<file path="src/rtl/pcileech_board_pkg.sv">
// Shared types for the PCILeech board controller: LED drive modes, reset FSM states
// and the counter-width helper used by every saturating counter.
package pcileech_board_pkg;

    typedef enum logic [1:0] {
        LED_OFF   = 2'd0,
        LED_ON    = 2'd1,
        LED_BLINK = 2'd2,
        LED_ACT   = 2'd3
    } led_mode_t;

    typedef enum logic [1:0] {
        RST_ACTIVE = 2'd0,
        RST_HOLD   = 2'd1,
        RUN        = 2'd2
    } rst_state_t;

    function automatic int unsigned cnt_width(input int unsigned max_val);
        return (max_val < 1) ? 1 : $clog2(max_val + 1);
    endfunction

endpackage

</file>
<file path="src/rtl/pcileech_debounce.sv">
// Single-button debouncer: 2-FF synchroniser on the active-low pin, stability counter,
// debounced level (1 = pressed) and a one-cycle pulse on each accepted press.
module pcileech_debounce
    import pcileech_board_pkg::*;
#(
    parameter int unsigned DEBOUNCE_CYCLES = 1000000
) (
    input  logic clk,
    input  logic rst_n,
    input  logic btn_n,
    output logic btn_level,
    output logic btn_press
);

    localparam int unsigned CW = cnt_width(DEBOUNCE_CYCLES);
    localparam logic [CW-1:0] CNT_LAST = CW'(DEBOUNCE_CYCLES - 1);

    logic          sync1;
    logic          sync2;
    logic [CW-1:0] cnt;
    logic          pressed;

    assign pressed = ~sync2;

    always_ff @(posedge clk) begin
        if (!rst_n) begin
            sync1     <= 1'b1;
            sync2     <= 1'b1;
            cnt       <= '0;
            btn_level <= 1'b0;
            btn_press <= 1'b0;
        end else begin
            sync1     <= btn_n;
            sync2     <= sync1;
            btn_press <= 1'b0;
            if (pressed == btn_level) begin
                cnt <= '0;
            end else if (cnt >= CNT_LAST) begin
                // Final mismatching cycle: accept the new level; pulse only on press.
                btn_level <= pressed;
                btn_press <= pressed;
                cnt       <= '0;
            end else begin
                cnt <= cnt + CW'(1);
            end
        end
    end

endmodule

</file>
<file path="src/rtl/pcileech_board_ctl.sv">
// Board button/reset/LED controller: debounced buttons, held system reset, per-LED modes.
// Optional macro PCILEECH_BOARD_CTL_PERST_EN adds pcie_perst_n as an extra reset source.
module pcileech_board_ctl
    import pcileech_board_pkg::*;
#(
    parameter int unsigned NUM_BTN         = 2,
    parameter int unsigned NUM_LED         = 2,
    parameter int unsigned RST_BTN_IDX     = 1,
    parameter int unsigned DEBOUNCE_CYCLES = 1000000,
    parameter int unsigned RST_HOLD_CYCLES = 1024,
    parameter int unsigned BLINK_CYCLES    = 25000000,
    parameter int unsigned ACT_STRETCH     = 5000000
) (
    input  logic                 clk,
    input  logic                 rst_n,
    input  logic [NUM_BTN-1:0]   btn_n,
    output logic [NUM_BTN-1:0]   btn_level,
    output logic [NUM_BTN-1:0]   btn_press,
    output logic                 sys_rst,
    input  logic [2*NUM_LED-1:0] led_mode,
    input  logic [NUM_LED-1:0]   led_act,
`ifdef PCILEECH_BOARD_CTL_PERST_EN
    input  logic                 pcie_perst_n,
`endif
    output logic [NUM_LED-1:0]   led_out
);

    localparam int unsigned HW = cnt_width(RST_HOLD_CYCLES);
    localparam int unsigned BW = cnt_width(BLINK_CYCLES);
    localparam int unsigned SW = cnt_width(ACT_STRETCH);

    localparam logic [HW-1:0] HOLD_LOAD    = HW'(RST_HOLD_CYCLES);
    localparam logic [BW-1:0] BLINK_LAST   = BW'(BLINK_CYCLES - 1);
    localparam logic [SW-1:0] STRETCH_LOAD = SW'(ACT_STRETCH);

    for (genvar i = 0; i < NUM_BTN; i++) begin : g_btn
        pcileech_debounce #(
            .DEBOUNCE_CYCLES(DEBOUNCE_CYCLES)
        ) u_debounce (
            .clk       (clk),
            .rst_n     (rst_n),
            .btn_n     (btn_n[i]),
            .btn_level (btn_level[i]),
            .btn_press (btn_press[i])
        );
    end

    logic perst_src;
`ifdef PCILEECH_BOARD_CTL_PERST_EN
    logic perst_sync1;
    logic perst_sync2;

    always_ff @(posedge clk) begin
        if (!rst_n) begin
            perst_sync1 <= 1'b1;
            perst_sync2 <= 1'b1;
        end else begin
            perst_sync1 <= pcie_perst_n;
            perst_sync2 <= perst_sync1;
        end
    end
    assign perst_src = ~perst_sync2;
`else
    assign perst_src = 1'b0;
`endif

    logic rst_src;
    assign rst_src = btn_level[RST_BTN_IDX] | perst_src;

    rst_state_t    rst_state;
    logic [HW-1:0] hold_cnt;

    // rst_n is itself a source, so the reset branch doubles as the RST_ACTIVE entry.
    always_ff @(posedge clk) begin
        if (!rst_n || rst_src) begin
            rst_state <= RST_ACTIVE;
            hold_cnt  <= HOLD_LOAD;
            sys_rst   <= 1'b1;
        end else begin
            case (rst_state)
                RST_ACTIVE: begin
                    rst_state <= RST_HOLD;
                    hold_cnt  <= HOLD_LOAD;
                    sys_rst   <= 1'b1;
                end
                RST_HOLD: begin
                    if (hold_cnt <= HW'(1)) begin
                        rst_state <= RUN;
                        sys_rst   <= 1'b0;
                    end else begin
                        hold_cnt <= hold_cnt - HW'(1);
                        sys_rst  <= 1'b1;
                    end
                end
                RUN: begin
                    sys_rst <= 1'b0;
                end
                default: begin
                    rst_state <= RST_ACTIVE;
                    hold_cnt  <= HOLD_LOAD;
                    sys_rst   <= 1'b1;
                end
            endcase
        end
    end

    logic [BW-1:0] blink_cnt;
    logic          blink_phase;

    always_ff @(posedge clk) begin
        if (!rst_n) begin
            blink_cnt   <= '0;
            blink_phase <= 1'b0;
        end else if (blink_cnt >= BLINK_LAST) begin
            blink_cnt   <= '0;
            blink_phase <= ~blink_phase;
        end else begin
            blink_cnt <= blink_cnt + BW'(1);
        end
    end

    for (genvar i = 0; i < NUM_LED; i++) begin : g_led
        logic [SW-1:0] act_cnt;
        logic          led_q;

        always_ff @(posedge clk) begin
            if (!rst_n) begin
                act_cnt <= '0;
                led_q   <= 1'b0;
            end else begin
                if (led_act[i]) begin
                    act_cnt <= STRETCH_LOAD;
                end else if (act_cnt != '0) begin
                    act_cnt <= act_cnt - SW'(1);
                end
                case (led_mode_t'(led_mode[2*i +: 2]))
                    LED_OFF:   led_q <= 1'b0;
                    LED_ON:    led_q <= 1'b1;
                    LED_BLINK: led_q <= blink_phase;
                    LED_ACT:   led_q <= (act_cnt != '0);
                    default:   led_q <= 1'b0;
                endcase
            end
        end

        assign led_out[i] = led_q;
    end

endmodule
</file>
<file path="config.mk">
export PLATFORM = sky130hd
export DESIGN_NAME = pcileech_board_ctl
export DESIGN_NICKNAME = d
export VERILOG_FILES = /design/src/rtl/pcileech_board_pkg.sv /design/src/rtl/pcileech_debounce.sv /design/src/rtl/pcileech_board_ctl.sv
export SDC_FILE = /design/constraint.sdc
export NUM_CORES = 1
export LEC_CHECK = 0
export ABC_CLOCK_PERIOD_IN_PS = 2500
export CELL_PAD_IN_SITES_DETAIL_PLACEMENT = 0
export CELL_PAD_IN_SITES_GLOBAL_PLACEMENT = 2
export CORE_UTILIZATION = 40
export CTS_BUF_LIST = sky130_fd_sc_hd__clkbuf_8
export CTS_CLUSTER_DIAMETER = 80
export DETAILED_ROUTE_END_ITERATION = 8
export GPL_ROUTABILITY_DRIVEN = 0
export PLACE_DENSITY_LB_ADDON = 0.1
export REMOVE_ABC_BUFFERS = 1
export SYNTH_ARGS = -nofsm -noshare
export SYNTH_HDL_FRONTEND = slang
export SYNTH_SLANG_ARGS = --single-unit
</file>
<file path="constraint.sdc">
create_clock -name clk -period 2.5 [get_ports clk]
set_clock_uncertainty 0.2 [all_clocks]
set_input_delay 0.375 -clock clk [delete_from_list [all_inputs] [get_ports clk]]
set_output_delay 0.375 -clock clk [all_outputs]
set_load 0.05 [all_outputs]
</file>
* Word-level counts from Yosys, hierarchy flattened
Index checks and enable logic that the tools add are counted.
** Word-level totals
- Bits in registers :: 136
** Operators by class
- Bitwise logic cells :: 9
- $lt $le $gt $ge :: 4
- Equal/unequal tests :: 12
- Multiplexer cells :: 12
- Reductions and logical operators :: 20
- Add/sub/neg operators :: 6
** Operators with widths (number)
- $mux 23 :: 4
- $reduce_bool 23->1 :: 2
- $sub 23x1->23 const B :: 2
- $add 20x1->20 const B :: 2
- $ge 20x20->1 const B :: 2
- $add 25x1->25 const B :: 1
- $ge 25x25->1 const B :: 1
- $pmux 11 s2 :: 1
- $reduce_or 3->1 :: 4
- $le 11x1->1 const B :: 1
- $mux 11 :: 1
- $sub 11x1->11 const B :: 1
- $eq 2x2->1 const B :: 5
- $not 1->1 :: 9
- $pmux 1 s4 :: 2
- $reduce_and 2->1 :: 4
- $eq 2x1->1 const B :: 3
- $logic_not 2->1 :: 3
- $pmux 2 s3 :: 1
- $reduce_or 2->1 :: 3
- $ne 2x2->1 const B :: 2
- $reduce_bool 2->1 :: 2
- $eq 1x1->1 :: 2
- $mux 2 :: 1
- other kinds (4) :: 4

* Logic depth before layout (Yosys ltp)
- Depth in word-level cells :: 4
- Mapped depth :: 8
- Mapped depth without buffers :: 7

* Hierarchy
From an unflattened synthesis, not the netlist that was laid out.
** Second synthesis, totals
- Cell total of the unflattened synthesis :: 736
- Area, all modules :: 6398.6 µm²
** Modules (own cells, without submodules)
- pcileech_board_ctl :: cells each 496, seq. area each 1761.7 µm², times used 1, area an instance 4266.6 µm²
- pcileech_debounce :: cells each 120, seq. area each 480.5 µm², times used 2, area an instance 1066.0 µm²

* Worst setup path before layout
OpenSTA, ideal clock, no wires.
- Path kind :: register to register
- Start :: reg g_led[0].act_cnt[12]
- End :: reg g_led[0].act_cnt[8]
- Buffers on the path :: 2
- Setup slack :: 354 ps
- Clock period less this slack :: 2146 ps
- Required time :: 2185 ps
- Cell stages (with the launch flop) :: 8
- Arrival time :: 1831 ps
- Cells stage by stage :: dfxtp_1 > or4_1 > buf_2 > nor4_4 > buf_6 > a211oi_1 > xor2_1 > o21a_1
** Between the ends
- Word-level cells in the longest chain between the ends :: 2
** Ends and longest elaborated chain
- from (decl) :: line pcileech_board_ctl.sv:123 : logic [SW-1:0] act_cnt;
- from (signal assigned) :: line pcileech_board_ctl.sv:134 : act_cnt <= act_cnt - SW'(1);
- $reduce_bool 23->1 :: line pcileech_board_ctl.sv:133 : end else if (act_cnt != '0) begin
- $reduce_bool 2->1 (no line)
No other way between the ends.
A chain may end at the register's enable or synchronous reset.

* Final worst setup path
- Start :: reg g_led[0].act_cnt[18]
- End :: reg g_led[0].act_cnt[6]
The elaborated chain is that of the path after synthesis.

==> flow_summary.ini <==
[timing]
rsz0062_at_grt = false
timing.final.crit_share_pct = 90.69
finalHoldViolCount = 0
worst_pin_slew_ns = 0.5679
slew_headroom_pct = 61.88
fmax_mhz = 441.1
hold_ws_ns = 0.2059
final-setup-viol-count = 0
slew_violations = 0
finalCriticalPeriod_ns = 2.267
fin_ws_ns = 0.2328

[clocking]
cts_max_level = 4
cts_resized = 0
cts_buffers = 17
post-cts-setup-buffer-count = 0
insertion_delay_ns = 0.43
cts_hold_buf = 0
clk_path_buf_depth = 2
cts_tree = done
cts_root_buf = clkbuf_8
path_clk_slew_ns = 0.07
cts_sinks = 136

[drt]
vias_per_cell = 5.058
drt_iter0_drc = 233
ant_nets = 0
routed_wirelength_um = 12730
drc_errors = 0
vias = 4962
post_drt_wl_per_cell_um = 12.98
dr.pass1.iters = 4

[final_layout]
area_delta_synth_final_pct = 11.95
seqCellArea_um2 = 2723
nets = 779
multi_input_area_um2 = 3398
antennaDiodeCount = 0
drive_gt1_share_pct = 8.571
n_fill_cell = 1514
fin_area_um2 = 7128

[synthesis]
synth_top_family_by_area = simple AND/OR/NAND/NOR gates
ys_ff_latch = 136
synthTopCellsByArea = dfxtp_1, xnor2_1, nor2_1, xor2_1, nand3_1
synth_compound_area_share_pct = 10.95
yosys_most_used_dff = dfxtp_1
yosysMostFrequentCell = dfxtp_1
ys_warn_count = 0
synthMuxAreaShare_pct = 0.4716
synth_area_um2 = 6367
synth_top_area_share_pct = 42.76
async_flop_share_pct = 0
synth-edff-count = 0
syn_area_per_cell_um2 = 8.687
synthTopCellsByCount = dfxtp_1, nor2_1, xnor2_1
synth_fa_ha_area_share_pct = 1.769
synth_xor_area_share_pct = 12.65
yosysTopAreaCell = dfxtp_1
synthSimpleGateAreaFrac_pct = 27.41
ys_types = 61
ys_seq_area_share_pct = 42.76
synthCells = 733

[global_routing]
overflow = 0
grt_pass1_wl_um = 22490
grt_max_degree = 22
grt_pass1_vias = 4801
track_usage_pct = 17.13
antenna_found_initial = 0

[pwr]
total_power_mw = 4.699
vdd_drop_max_uv = 501.7
p_per_area_nw_per_um2 = 659.2
leakagePower_nw = 2.484

[die]
coreArea_um2 = 15370
dieArea_um2 = 16430
initial_core_util_pct = 41.42
dieHeight_um = 128.2
placementRows = 45
io_pins = 17
die_x_um = 128.2

[min_path]
hold_path.class = register to register

[critical_path]
crit_path_start_kind = register
worst_ep_required_time_ns = 2.63
arrival_ns = 2.40
crit_type = register to register
endpoint_kind = register
crit_fanout = 10

[status]
status = complete, no violations

[place]
post-dp-hpwl_um = 8888
post-place-ws_ns = 0.2401
io_buffer_count = 16
placed_area_um2 = 6804

[job]
cap_violations = 0
cell families after synthesis:
| group | count (synthesis) |
|---|---|
| AND/OR/NAND/NOR | 340 |
| AO/OA/AOI/OAI | 97 |
| XOR/XNOR | 92 |
| multiplexers | 3 |
| flip-flops | 136 |
| buffers and inverters | 56 |
| adder cells (fa/ha/maj) | 9 |
worst max-delay path: stages, from the launching register on:
cell and delay (ns):
dfxtp_1 0.33, or4_1 0.63, nor4_4 0.32, buf_4 0.21, a2111oi_0 0.12, xor2_1 0.17, o21a_1 0.18
routing by layer:
layer | global-route usage [%] | wire length, um | vias up
li1 | - | - | 2609
met1 | 22.78 | 6502 | 2308
met2 | 26.76 | 5828 | 35
met3 | 3.923 | 300 | 10
met4 | 6.920 | 97 | 0
met5 | 0 | 0 | -
path summary, 6_finish.rpt:
kind	from	to	slack (ns)	cells after the start
max reg2reg	g_led[0].act_cnt[18]$_SDFFE_PN0P_	g_led[0].act_cnt[6]$_SDFFE_PN0P_	0.23	6
min reg2reg	g_btn[1].u_debounce.sync1$_SDFF_PN1_	g_btn[1].u_debounce.sync2$_SDFF_PN1_	0.21	1
max	g_led[0].act_cnt[18]$_SDFFE_PN0P_	g_led[0].act_cnt[6]$_SDFFE_PN0P_	0.23	6
min	g_btn[1].u_debounce.sync1$_SDFF_PN1_	g_btn[1].u_debounce.sync2$_SDFF_PN1_	0.21	1
stage by stage:
step / util (%) / cells / TNS, ns
finish: 46.37 / 981 / 0
global route: 46.37 / 981 / 0
CTS: 46.37 / 981 / 0
global placement: 44.27 / 952 / 0
floorplan: - / 704 / -14.84
detailed placement: 44.27 / 952 / 0
report_power, final:
group	switching (mW)	internal, mW
combinational	0.402	0.348
sequential	0.121	2.28
clock	0.792	0.754
total	1.31	3.38
state kept, by name, indices dropped and copies added (netlist names):
name / cells
hold_cnt: 11
g_btn.u_debounce.btn_press: 2
rst_state: 2
g_btn.u_debounce.cnt: 40
g_btn.u_debounce.sync2: 2
blink_phase: 1
g_btn.u_debounce.sync1: 2
sys_rst: 1
blink_cnt: 25
g_led.act_cnt: 46
g_led.led_q: 2
g_btn.u_debounce.btn_level: 2
area by class of cell:
class / count / area share, %
flip-flops and latches: 136 / 38.20
clock inverters: 8 / 0.4915
well taps: 211 / 3.704
multi-input cells: 541 / 47.67
inverters: 27 / 1.422
clock buffers: 21 / 4.055
repair buffers: 37 / 4.458
placed cells by master (no fill, tap or decap), types with 8 or more instances in the layout:
master and n:
a21oi_1 15, clkbuf_8 21, or3_1 14, a31oi_1 11, nand2_1 40, o21ai_0 8
xor2_1 22, nand2b_1 13, ha_1 9, nor2_1 115, nand3_1 33, o21a_1 16
dfxtp_1 136, nor4_1 21, nor3_1 33, inv_1 31, nand4_1 13, and3_1 13
clkdlybuf4s50_1 16, buf_4 21, xnor2_1 70
Power figures use the tool's default switching activity.
==> RTL edit (config.mk and constraints unchanged) <==
Add a define of `PCILEECH_BOARD_CTL_PERST_EN`.
--- a/src/rtl/pcileech_board_ctl.sv
+++ b/src/rtl/pcileech_board_ctl.sv
@@ -1,5 +1,7 @@
 // Board button/reset/LED controller: debounced buttons, held system reset, per-LED modes.
 // Optional macro PCILEECH_BOARD_CTL_PERST_EN adds pcie_perst_n as an extra reset source.
+`define PCILEECH_BOARD_CTL_PERST_EN
+
 module pcileech_board_ctl
     import pcileech_board_pkg::*;
 #(
Interface: changed (added pcie_perst_n); port bits go from 17 to 18. No check against the original RTL was run, so the function may have changed too.
==> RTL edit against the unedited design <==
- wire length increased by 2.7%
- critical path depth down 1
- setup slack worse by 0.054 ns
- combinational power decreased by 11%
- total power increased by 6.4%
- critical endpoint is now g_led[1].act_cnt[14]
- design area grew 2.6%
- sequential cell count grew 2
- area after synthesis is 0.22% higher
- largest cell class unchanged
==> RTL edit: results <==
[status]
status = completed

[finish]
fill_cells = 1490
final_layout_size_suffix_gt1_share_pct = 9.781
signal_buffers = 44
multi_input_cells = 539
final_core_util_pct = 47.59
clkCellAreaFrac_pct = 5.953
seq_share_pct = 37.77
nNetsFinal = 784
inverters = 24
final_cells = 988
top_regs = g_led.act_cnt: 46 flops, g_btn.u_debounce.cnt: 40 flops, blink_cnt: 25 flops
n_sequential_cell = 138
nClkBuffers = 23

[routing]
first_pass_iters = 6
drtIter0Drc = 310
met2_length_um = 5976
drc_errors = 0
vias = 5094
totalWireLength_um = 13080

[placed_design]
hpwl_um = 9179
port_buffers = 17
placed_area_mm2 = 0.006870
place_ws_ns = 0.09061
numPlacedInstances = 956

[grt]
grt_pass1_wl_um = 22300
grtUsageMet3_pct = 4.549
grtUsageMet1_pct = 22.33
grt_max_degree = 27
grtUsageTotal_pct = 17.06
grt_util_met2_pct = 27.00
grt_pass1_vias = 4784

[setup_path]
path_max_fanout = 8
cp_top_family = simple AND/OR/NAND/NOR gates
max_stage_delay_ns = 0.57
reg2regPathDepth = 5
critPathArrivalTime_ns = 2.46
cpMaxStageDelayCell = or4_4

[synth]
synthDistinctLibCells = 59
ys_seq_area_share_pct = 43.29
synth-compound-area-share_pct = 9.804
synth_area_leaders = dfxtp_1, xnor2_1, nor2_1
synthAdderAreaFrac_pct = 1.765
synth_xor_area_share_pct = 11.80
synth_common_cells = dfxtp_1, nor2_1, xnor2_1
synthMuxAreaShare_pct = 0.6275
netlist_instances = 735

[power_and_ir_drop]
clk-power_mw = 1.94
sw_frac_of_total_pct = 25.56
p_leak_nw = 2.558
powerComb_uw = 670
vdd_drop_max_v = 0.0005085
power.density_mw_per_mm2 = 683.6

[clocking]
cts_made_buffers = 17

[floorplan]
dieArea_mm2 = 0.01646

[timing]
slew_headroom_pct = 55.47
finalHoldViolations = 0
[RTL edit: changes by cell type in the layout (fill, tap and decap cells not counted), moves of 5 or more]
| cell | delta |
|---|---|
| a21oi_1 | +5 |
| a31oi_1 | -7 |
| and4_1 | +6 |
| buf_4 | +5 |
| nand3b_1 | +5 |
| nor4b_1 | +5 |
| o211ai_1 | +5 |
| o21a_1 | -9 |
| o21ai_0 | +13 |
| xnor2_1 | -11 |
| xor2_1 | +5 |
[RTL edit: path summary, 6_finish.rpt]
kind                                                   to                 startpoint  slack, ns
worst min register to register  g_btn[0].u_debounce.sync2  g_btn[0].u_debounce.sync1       0.21
worst max-delay path                 g_led[1].act_cnt[14]        g_led[1].act_cnt[3]       0.18
worst max register to register       g_led[1].act_cnt[14]        g_led[1].act_cnt[3]       0.18
worst min-delay path            g_btn[0].u_debounce.sync2  g_btn[0].u_debounce.sync1       0.21
